File: src/rtl/mlp_pkg.sv
// Shared types and constants for the MLP feeder: buffered pair layout, sequencer
// state encoding and the neuron accumulator width.
package mlp_pkg;

  localparam int MLP_ACC_W = 16;

  typedef struct packed {
    logic [3:0] w;
    logic [3:0] i;
  } pair_t;

  typedef enum logic [2:0] {
    ST_IDLE,
    ST_CLEAR,
    ST_STREAM,
    ST_CAPTURE,
    ST_OUT_LO,
    ST_OUT_HI
  } feeder_state_t;

endpackage

File: src/rtl/mlp_pair_buf.sv
// DEPTH x 8 pair storage: one synchronous write port, one combinational read port.
// Contents are deliberately not reset; validity is tracked by the feeder's count.
module mlp_pair_buf
  import mlp_pkg::*;
#(
  parameter  int DEPTH = 16,
  localparam int AW    = $clog2(DEPTH)
) (
  input  logic          clk,
  input  logic          i_we,
  input  logic [AW-1:0] i_waddr,
  input  pair_t         i_wdata,
  input  logic [AW-1:0] i_raddr,
  output pair_t         o_rdata
);

  pair_t r_mem [DEPTH];

  always_ff @(posedge clk) begin
    if (i_we) r_mem[i_waddr] <= i_wdata;
  end

  assign o_rdata = r_mem[i_raddr];

endmodule

File: src/rtl/mlp_feeder.sv
// Producer-side sequencer for the MAC/ReLU neuron: buffers (input, weight) pairs,
// streams them into the accumulator on start, and returns the 16-bit result bytewise.
//
// state      | meaning
// -----------+--------------------------------------------------------------
// ST_IDLE    | accept pair loads, wait for start
// ST_CLEAR   | one cycle, zero the accumulator and rewind the read pointer
// ST_STREAM  | one buffered pair per cycle into the accumulator
// ST_CAPTURE | one cycle, latch the ReLU result
// ST_OUT_LO  | offer result[7:0] until taken
// ST_OUT_HI  | offer result[15:8]; on handshake empty the buffer
module mlp_feeder
  import mlp_pkg::*;
#(
  parameter  int DEPTH = 16,
  localparam int AW    = $clog2(DEPTH)
) (
  input  logic                 clk,
  input  logic                 rst_n,
  input  logic                 load_valid,
  input  logic [7:0]           load_data,
  output logic                 load_ready,
  input  logic                 start,
  output logic                 busy,
  output logic [AW:0]          count,
  output logic                 mac_clear,
  output logic                 mac_valid,
  output logic [3:0]           mac_i,
  output logic [3:0]           mac_w,
  input  logic [MLP_ACC_W-1:0] mac_relu,
  output logic                 res_valid,
  output logic [7:0]           res_byte,
  input  logic                 res_ready
);

  localparam logic [AW:0]   CNT_ONE = 1;
  localparam logic [AW-1:0] PTR_ONE = 1;

  feeder_state_t        r_state;
  logic [AW:0]          r_count;
  logic [AW-1:0]        r_rd_ptr;
  logic [MLP_ACC_W-1:0] r_result;

  logic  w_accept;
  logic  w_last;
  pair_t w_rd_pair;

  // count[AW] set means all DEPTH slots are occupied
  assign w_accept = (r_state == ST_IDLE) && load_valid && !r_count[AW];
  assign w_last   = ({1'b0, r_rd_ptr} == (r_count - CNT_ONE));

  mlp_pair_buf #(.DEPTH(DEPTH)) u_buf (
    .clk     (clk),
    .i_we    (w_accept),
    .i_waddr (r_count[AW-1:0]),
    .i_wdata (pair_t'(load_data)),
    .i_raddr (r_rd_ptr),
    .o_rdata (w_rd_pair)
  );

  always_ff @(posedge clk or negedge rst_n) begin
    if (!rst_n) begin
      r_state  <= ST_IDLE;
      r_count  <= '0;
      r_rd_ptr <= '0;
      r_result <= '0;
    end else begin
      case (r_state)
        ST_IDLE: begin
          if (w_accept) r_count <= r_count + CNT_ONE;
          if (start)    r_state <= ST_CLEAR;
        end
        ST_CLEAR: begin
          r_rd_ptr <= '0;
          r_state  <= (r_count != '0) ? ST_STREAM : ST_CAPTURE;
        end
        ST_STREAM: begin
          // hold the pointer on the last pair so it never passes count-1
          if (w_last) r_state  <= ST_CAPTURE;
          else        r_rd_ptr <= r_rd_ptr + PTR_ONE;
        end
        ST_CAPTURE: begin
          r_result <= mac_relu;
          r_state  <= ST_OUT_LO;
        end
        ST_OUT_LO: begin
          if (res_ready) r_state <= ST_OUT_HI;
        end
        ST_OUT_HI: begin
          if (res_ready) begin
            r_count <= '0;
            r_state <= ST_IDLE;
          end
        end
        default: r_state <= ST_IDLE;
      endcase
    end
  end

  assign busy       = (r_state != ST_IDLE);
  assign load_ready = (r_state == ST_IDLE) && !r_count[AW];
  assign count      = r_count;
  assign mac_clear  = (r_state == ST_CLEAR);
  assign mac_valid  = (r_state == ST_STREAM);
  assign mac_i      = mac_valid ? w_rd_pair.i : 4'd0;
  assign mac_w      = mac_valid ? w_rd_pair.w : 4'd0;
  assign res_valid  = (r_state == ST_OUT_LO) || (r_state == ST_OUT_HI);

  always_comb begin
    res_byte = 8'd0;
    if (r_state == ST_OUT_LO)      res_byte = r_result[7:0];
    else if (r_state == ST_OUT_HI) res_byte = r_result[15:8];
  end

endmodule

File: config.mk
export PLATFORM = sky130hd
export DESIGN_NAME = mlp_feeder
export DESIGN_NICKNAME = d
export VERILOG_FILES = /design/src/rtl/mlp_pkg.sv /design/src/rtl/mlp_pair_buf.sv /design/src/rtl/mlp_feeder.sv
export SDC_FILE = /design/constraint.sdc
export NUM_CORES = 1
export LEC_CHECK = 0
export CAP_MARGIN = 10
export CORE_ASPECT_RATIO = 0.5
export CORE_MARGIN = 4
export CORE_UTILIZATION = 30
export CTS_CLUSTER_SIZE = 12
export DETAILED_ROUTE_END_ITERATION = 8
export GPL_TIMING_DRIVEN = 0
export HOLD_SLACK_MARGIN = 0.1
export PLACE_DENSITY_LB_ADDON = 0.05
export REMOVE_ABC_BUFFERS = 1
export SKIP_LAST_GASP = 1
export SLEW_MARGIN = 25
export SYNTH_ARGS = -nofsm -noshare
export SYNTH_HDL_FRONTEND = slang
export SYNTH_SLANG_ARGS = --single-unit
File: constraint.sdc
create_clock -name clk -period 4.5 [get_ports clk]
set_input_delay 0.9 -clock clk [delete_from_list [all_inputs] [get_ports clk]]
set_output_delay 0.9 -clock clk [all_outputs]
set_load 0.1 [all_outputs]
## After elaboration in Yosys (flattened, before gate mapping)

Memory sizes are Yosys's and may differ from the RTL's.
Cells that the tools add are included.
W data, S select, Z words.

- Flip-flop bits (word level): 28
- Bits in writable memories: 128
- Memories: 1

- Add/sub/neg operators: 3
- Equal/unequal tests: 12
- Mux-type cells: 17
- Reductions and logical operators: 13

Memory list:

| name | words | bits a word | rd ports | clocked after Yosys merged registers in | wr ports | RTL line | source |
|---|---|---|---|---|---|---|---|
| u_buf.r_mem | 16 | 8 | 1 | 0 | 1 | mlp_pair_buf.sv:17 | `pair_t r_mem [DEPTH];` |

Operators with widths:

| operator | number |
|---|---|
| $pmux W3 S6 | 1 |
| $mux W8 | 2 |
| $mux W3 | 4 |
| $mux W4 | 3 |
| $mux W5 | 2 |
| $pmux W5 S2 | 1 |
| $ne A2 B2 Y1 const B | 4 |
| $pmux W4 S2 | 1 |
| $eq A3 B2 Y1 const B | 2 |
| $eq A3 B3 Y1 const B | 2 |
| $add A5 B1 Y5 const B | 1 |
| $eq A4 B5 Y1 | 1 |
| $reduce_bool A5 Y1 | 1 |
| $sub A5 B1 Y5 const B | 1 |
| $add A4 B1 Y4 const B | 1 |
| $ne A2 B1 Y1 const B | 2 |
| $reduce_and A4 Y1 | 1 |
| $reduce_bool A2 Y1 | 2 |
| $eq A3 B1 Y1 const B | 1 |
| $logic_and A1 B1 Y1 | 3 |
| $logic_not A3 Y1 | 1 |
| $mux W1 | 3 |
| $reduce_and A3 Y1 | 1 |
| $reduce_bool A3 Y1 | 1 |
| other kinds (3) | 3 |

## Depth between registers and ports, before layout

Gate-level depths: netlist of the first run.

- Depth after elaboration: 5
- Depth in mapped cells: 7
- Gate-level depth less buffers: 7

## Modules after synthesis

Synthesis of the first run repeated with hierarchy kept, for this count alone.

- Cells, all modules: 363
- Area total of the unflattened synthesis: 6507.5 um^2

By module, submodules not included:

| module | instances | cells an instance | area each (um^2) | sequential area each (um^2) |
|---|---|---|---|---|
| mlp_pair_buf | 1 | 221 | 4987.3 | 3843.7 |
| mlp_feeder | 1 | 142 | 1520.2 | 700.7 |

## Worst setup path before layout of the first run

No wires, ideal clock.

- Kind: reg-to-reg
- Start point: register r_count[4], in the netlist count[4]
- End point: memory u_buf.r_mem[1][0] in the netlist's numbering (enable)
- Library setup time: 383 ps
- Arrival time: 3759 ps
- Data required time: 4117 ps
- Slack: 357 ps
- Cell stages (with the launch flop): 6
- Path buffers: 1
- Period minus slack after synthesis: 4143 ps
- Cell sequence: dfrtp_1 -> nor4_2 -> and2_1 -> buf_4 -> nand2_1 -> nor3_1

- Cells in the longest elaborated chain, start to end: 4

RTL lines:

| what | RTL line | source |
|---|---|---|
| from (decl) | mlp_feeder.sv:40 | `logic [AW:0] r_count;` |
| from (signal assigned) | mlp_feeder.sv:70 | `if (w_accept) r_count <= r_count + CNT_ONE;` |
| $logic_not A1 Y1 | mlp_feeder.sv:49 | `assign w_accept = (r_state == ST_IDLE) && load_valid && !r_count[AW];` |
| $logic_and A1 B1 Y1 | mlp_feeder.sv:49 |  |
| $mux W1 | mlp_pair_buf.sv:20 | `if (i_we) r_mem[i_waddr] <= i_wdata;` |
| $mux W1 (implied by the code) | mlp_pair_buf.sv:20 |  |
| to (decl) | mlp_pair_buf.sv:17 |  |

Every way passes these cells.

## Worst setup path after layout of the first run

- Start point: register r_rd_ptr[1]
- End point: output port mac_i[0]

- Cells in the longest elaborated chain, start to end: 2

RTL lines:

| what | RTL line | source |
|---|---|---|
| from (decl) | mlp_feeder.sv:41 | `logic [AW-1:0] r_rd_ptr;` |
| from (signal assigned) | mlp_feeder.sv:80 | `else r_rd_ptr <= r_rd_ptr + PTR_ONE;` |
| $mem_v2 Z16 W8 | -- |  |
| $mux W4 | mlp_feeder.sv:105 | `assign mac_i = mac_valid ? w_rd_pair.i : 4'd0;` |
| to (decl) | mlp_feeder.sv:28 | `output logic [3:0] mac_i,` |

Every way passes these cells.

==> qor.txt, run 1 <==
Worst setup SP type = register
Fill cells = 1921
CTS HTree Levels = 4
Layout cells sized above 1 = 0.193
Clock-pin slew on the worst setup and hold paths = 0.06 ns
# rows = 37
Ant diodes = 0
Pwr Total = 5.16 mW
Area leader, netlist = edfxtp_1
Sum Neg Setup Slack = 0 ns
Gr usage total = 0.127
R2R setup slack = 1.46 ns
Die Height = 112 um
Placed cell area = 7310 um2
RSZ-0062 raised after global routing = no
Worst setup EP type = primary output
Smallest hold slack = 0.491 ns
DRC Markers = 0
Post-CTS Setup Bufs = 0
Top cell type's share of synthesized area = 0.594
Vias per std cell = 4.63
First-pass GRT wire length = 22300 um
Vias in the first global route = 3543
Area grow syn2layout = 21.9%
Period utilization = 0.959
Leakage = 2.69 nW
Initial antenna violation count = 0
Arr. time, crit path = 3.42 ns
Worst-margin pin slew = 1.01 ns
Final Hold Viols = 0
Core Region = 20900 um2
Post-synthesis cell count = 361
FF-to-FF path depth = 4
Hpwl dp = 9830 um
Netlist cell types = 42
Top Ports = 55
Setup slack after placement = 0.470 ns
Dominant cells by area after synthesis = edfxtp_1 (59%), mux4_2 (11%), dfrtp_1 (11%), mux2_1 (2.8%), a22oi_1 (1.9%)
Pwr per Cell Area = 654 nW/um2
Initial Util = 0.310
Met3 WL post-DR = 709 um
Synth warn = 0
TritonCTS Sinks = 156
Final core utilization = 0.377
NumNets Final = 453
Die area = 24100 um2
Max FO, Critical Path = 8
Worst hold stages = 1
Synth Cell Area = 6470 um2
Seq/Total Area, Yosys = 0.703
Reg2reg end = u_buf.r_mem[10][5]$_DFFE_PP_
Worst-Skew Late Latency = 0.41 ns
Routed wl met2 = 6840 um
Max Fclk = 232 MHz
Number of iterations in the first detailed-routing pass = 4
Min-Delay Path Class = register to register
Final wirelength = 15100 um
Slew Viols, Final = 0
CTS Buf Count = 17
Largest net degree at the start of global routing = 29
DR vias = 3340
Status = finished clean
Met1 Wirelength = 7500 um
CTS Root Cell = clkbuf_16
Final weighted congestion in routability-driven placement = 0.719
Drt first-iter violations = 216
# port buffers = 54
Worst Path Required = 3.60 ns
Worst Hold Endpoint = r_result[4]$_DFFE_PN0N_
R2r startpoint = r_state[0]$_DFFE_PN0P_
DR top layer = met4
Clock Skews = 0.00877 ns
Slack of the critical path = 0.183 ns
Syn Area/Cell = 17.9 um2
CTS tree = done
Max-cap viol count = 0
Hold Startpoint = r_result[4]$_DFFE_PN0N_
DRT antenna net count = 0
Worst rel slew slack = 0.327
Per-cell routed wire length = 20.9 um
Max clock buf depth = 2
Grt ovf = 0
Horiz. Die Dim = 216 um
Worst vdd ir = 0.000475 V
Cell total after placement = 691
Synth Register Bits = 156
Minimum clock period after layout = 4.32 ns
Type of the worst setup path = register to primary output
Final setup fails = 0
Cell Count, Final, Fillers Out = 722
Fin area = 7880 um2
==> cell type report <==
class | count | area, um2 | share of cell area
Multi-Input combinational cell | 177 | 1770 | 0.225
Inverter | 6 | 22.5 | 0.00286
Clock inverter | 11 | 120 | 0.0152
Tap cell | 292 | 365 | 0.0464
Timing Repair Buffer | 60 | 616 | 0.0781
Sequential cell | 156 | 4550 | 0.577
Clock buffer | 20 | 437 | 0.0554
==> flip-flops by register name, summed over array words and instances, names as in the netlist <==
signal	cells
u_buf.r_mem	128
r_result	16
r_rd_ptr	4
count	5
r_state	3
==> layer usage <==
metal | track usage | vias to the layer above
li1 | - | 1522
met1 | 0.181 | 1748
met2 | 0.195 | 66
met3 | 0.0300 | 4
met4 | 0.0334 | 0
met5 | 0 | -
==> timing repair <==
action / 4_1_cts / 5_1_grt
setup endpoints to repair: 0 / 4
gates resized for setup: 0 / 4
hold buffers: 0 / 0
==> kinds of logic (layout without fill, tap and decap cells) <==
kind of cell    after synthesis  count (layout)  synth area share
flops                       156             156             0.703
simple gates                 70              70            0.0528
mux                          59              59             0.156
compound gates               34              34            0.0358
buf+inv                      28              97            0.0275
xor+xnor                      8               8            0.0132
fa+ha+maj                     6               6            0.0116
==> synthesized netlist by cell type <==
cell / instances
xor2_1: 1
xor3_1: 1
or3_1: 1
nand2_1: 20
inv_1: 4
and4b_1: 1
nor2_2: 1
nor2_1: 21
o21ai_0: 2
nand2b_1: 3
a21o_1: 1
ha_1: 6
a21oi_1: 8
nand3b_1: 1
inv_2: 2
mux2_1: 16
and2_1: 3
nand4_1: 2
nor3b_1: 1
a22oi_1: 16
buf_8: 1
mux2i_1: 11
nor3_1: 5
or3b_1: 1
dfrtp_1: 28
nor4_2: 1
edfxtp_1: 128
nand2_2: 1
bufbuf_8: 1
buf_1: 4
nor2b_1: 2
buf_6: 3
mux4_2: 32
buf_2: 4
clkbuf_1: 4
o21ai_1: 4
a31oi_4: 1
o22ai_1: 2
buf_4: 5
xnor2_1: 6
nor3_2: 1
nand3_1: 5
==> worst max path at each step <==
stage / from / to
after floorplan: r_rd_ptr[0]$_DFFE_PN0P_ / mac_i[0]
after global placement: r_rd_ptr[0]$_DFFE_PN0P_ / mac_w[2]
after detailed placement: r_rd_ptr[3]$_DFFE_PN0P_ / mac_w[2]
after CTS: r_rd_ptr[3]$_DFFE_PN0P_ / mac_w[2]
after global routing: r_rd_ptr[3]$_DFFE_PN0P_ / mac_i[3]
final: r_rd_ptr[1]$_DFFE_PN0P_ / mac_i[0]
==> critical path, stage by stage (launching register included) <==
cell and delay, ns:
dfrtp_1 0.57, nor2b_1 0.77, a22oi_1 0.24, a21oi_1 0.24, clkdlybuf4s50_1 1.18
==> placed cells by master, fill, tap and decap left out, drive strengths merged, types with 7 or more instances in the layout <==
cell           count
a21oi              8
a22oi             16
buf                7
clkbuf            20
clkdlybuf4s50     49
dfrtp             28
edfxtp           128
inv                8
mux2              16
mux2i             11
mux4              32
nand2             21
nor2              22
==> report_power, final <==
group          switching [mW]  total [mW]  internal, mW
clock network           0.566        1.38         0.813
registers               0.220        1.95          1.73
logic                    1.16        1.82         0.665
total                    1.95        5.16          3.21
(Power assumes the default switching activity.)
==> run 2: changes to the inputs <==
ABC_AREA = 1   (was unset)
CORE_MARGIN = unset   (was 4)
==> run 2 against run 1 <==
Sequential cell count stayed put. Design area increased by 3.6%. Power increased by 6.7%. Critical endpoint is now mac_i[2]. Critical path depth is 1 higher. Clock power rose by 11%. Combinational power grew 12%. Wire length increased by 16%. Non-clock buffer count fell by 4. Register-to-register slack gained 0.39 ns. Die area shrank 4.2%.
==> qor.txt, run 2 <==
Status = finished clean
First-pass GRT wire length = 27100 um
Setup slack after placement = 0.151 ns
Max FO, Critical Path = 15
Per-cell routed wire length = 18.8 um
Hold_buf cts = 0
Pwr Total = 5.50 mW
Worst-margin pin slew = 1.02 ns
Pwr per Cell Area = 674 nW/um2
Async set-reset flop share out of synthesis = 0.179
CTS HTree Levels = 4
Synth warn = 0
Commonest non-fill, non-tap cell in the layout = edfxtp_1
DRC Markers = 0
Gr usage total = 0.160
Final setup fails = 0
NetSw = 2.27 mW
Pint = 3.23 mW
Core Region = 21800 um2
Final weighted congestion in routability-driven placement = 0.741
Clock Skews = 0.0115 ns
Leakage = 2.89 nW
Post-synthesis cell count = 572
Sw frac = 0.414
Number of iterations in the first detailed-routing pass = 4
Arr. time, crit path = 3.40 ns
DRT antenna net count = 0
Vias in the first global route = 4407
FF-to-FF path depth = 7
CTS Root Cell = clkbuf_16
Synth top cells by count = edfxtp_1 (128), nor2_1 (122), o21ai_0 (65)
Type of the worst setup path = register to primary output
# rows = 38
Worst setup EP type = primary output
Seq/Total Area, Yosys = 0.675
Layout cells sized above 1 = 0.109
Synth Cell Area = 6740 um2
Die area = 23100 um2
Top Ports = 55
Dominant cells by area after synthesis = edfxtp_1 (57%), dfrtp_1 (10%), nor2_1 (6.8%), o21ai_0 (4.8%), o211ai_1 (2.8%)
Worst vdd ir = 0.000519 V
Clock-pin slew on the worst setup and hold paths = 0.06 ns
Area grow syn2layout = 21.2%
NumNets Final = 654
Worst Path Required = 3.60 ns
Horiz. Die Dim = 214 um
Min-Delay Path Class = register to register
CP endpoint = mac_i[2]
R2r startpoint = r_state[0]$_DFFE_PN0P_
RSZ-0062 raised after global routing = no
CTS tree = done
Top-count cell post-synth = edfxtp_1
R2R setup slack = 1.85 ns
Slew Viols, Final = 0
# port buffers = 54
Die Height = 108 um
Prevailing post-synth register cell = edfxtp_1
Syn Area/Cell = 11.8 um2
Max clock buf depth = 2
Reg2reg end = u_buf.r_mem[5][7]$_DFFE_PP_
Sequential power share = 0.353
Worst rel slew slack = 0.320
Synth Register Bits = 156
Max reg flops = 128
Top cell type's share of synthesized area = 0.571
Final wirelength = 17600 um
Largest register by flop count = u_buf.r_mem
Post-CTS Setup Bufs = 0
Grt ovf = 0
Commonest cells after routing, fill and taps aside = edfxtp_1 (128), nor2_1 (122), o21ai_0 (65)
Fill cells = 2126
Initial Util = 0.309
Comb pwr share = 0.369
CTS Buf Count = 17
Initial antenna violation count = 0
Sum Neg Setup Slack = 0 ns
Largest net degree at the start of global routing = 59
Max Fclk = 233 MHz
Clk pwr share = 0.278
Worst Setup SP = r_rd_ptr[2]$_DFFE_PN0P_
Drt first-iter violations = 230
TritonCTS Sinks = 156
DR vias = 4421
Worst setup SP type = register
Netlist cell types = 31
Final Hold Viols = 0
Hpwl dp = 10500 um
Number of flops mapped to enable cells by yosys = 128
Worst-Skew Late Latency = 0.42 ns
Max-cap viol count = 0
Minimum clock period after layout = 4.30 ns
Ant diodes = 0
Slack of the critical path = 0.200 ns
Area leader, netlist = edfxtp_1
Period utilization = 0.956
Vias per std cell = 4.74
-- run 2: changes by cell type after synthesis, sizes merged, moves of 23 or more --
| cell | change |
|---|---|
| mux4 | -32 |
| nand2 | +33 |
| nand3 | +23 |
| nor2 | +103 |
| o211ai | +25 |
| o21ai | +62 |
-- run 2: final cells by class --
class / count / area, um2 / share of cell area
flip-flops and latches: 156 / 4550 / 0.558
multi-input cells: 358 / 1920 / 0.236
repair buffers: 56 / 571 / 0.0699
clock buffers: 22 / 444 / 0.0544
well taps: 300 / 375 / 0.0460
clock inverters: 10 / 168 / 0.0205
inverters: 29 / 120 / 0.0147
repair inverters: 1 / 7.51 / 0.000920
-- run 2: worst min-delay path by stage --
stage	end	cells after the start	start	slack [ns]
2_1_floorplan	r_result[14]$_DFFE_PN0N_	1	r_result[14]$_DFFE_PN0N_	0.46
3_3_place_gp	r_result[14]$_DFFE_PN0N_	1	r_result[14]$_DFFE_PN0N_	0.48
3_5_place_dp	r_result[14]$_DFFE_PN0N_	1	r_result[14]$_DFFE_PN0N_	0.49
4_1_cts	r_result[14]$_DFFE_PN0N_	1	r_result[14]$_DFFE_PN0N_	0.51
5_1_grt	r_result[7]$_DFFE_PN0N_	1	r_result[7]$_DFFE_PN0N_	0.52
6_report	r_result[14]$_DFFE_PN0N_	1	r_result[14]$_DFFE_PN0N_	0.50
-- run 2: power groups by stage --
stage	Sequential (mW)	Clock, mW	Combinational, mW
CTS	1.95	1.56	2.05
global route	1.98	1.61	2.20
detailed placement	1.97	0	2.06
global placement	2.07	0	1.94
finish	1.94	1.53	2.03
floorplan	2.09	0	1.28
-- run 2: worst max-delay path, cell delays in order (launching register included) --
cell and delay [ns]:
dfrtp_1 0.88, clkinvlp_4 0.61, o211ai_1 0.24, nand3_1 0.18
a21oi_1 0.19, dlygate4sd2_1 0.87
-- run 2: logic make-up after synthesis --
group / after synthesis / synth area share
multiplexers: 16 / 0.0267
AND/OR/NAND/NOR: 213 / 0.139
AO/OA/AOI/OAI: 120 / 0.105
XOR/XNOR: 3 / 0.00390
buffers and inverters: 58 / 0.0397
flip-flops: 156 / 0.675
adder cells (fa/ha/maj): 6 / 0.0111
-- run 2: routing by layer --
| metal | GRT usage | vias up | part of all wire |
|---|---|---|---|
| li1 | - | 2124 | - |
| met1 | 0.229 | 2207 | 0.52 |
| met2 | 0.246 | 78 | 0.44 |
| met3 | 0.0312 | 12 | 0.035 |
| met4 | 0.0462 | 0 | 0.0086 |
| met5 | 0 | - | 0 |
-- run 2: metrics by stage --
stage / utilization / instances / hold slack (ns) / instance area, um2
CTS: 0.374 / 932 / 0.505 / 8170
finish: 0.374 / 932 / 0.500 / 8160
floorplan: - / 543 / 0.465 / 6580
global route: 0.374 / 932 / 0.521 / 8160
global placement: 0.344 / 897 / 0.480 / 7500
detailed placement: 0.346 / 899 / 0.492 / 7550
-- run 2: what timing repair did --
action | in CTS | in global routing
cloned | 1 | 0
endpoints found under the setup margin | 8 | 4
resized for setup | 9 | 6
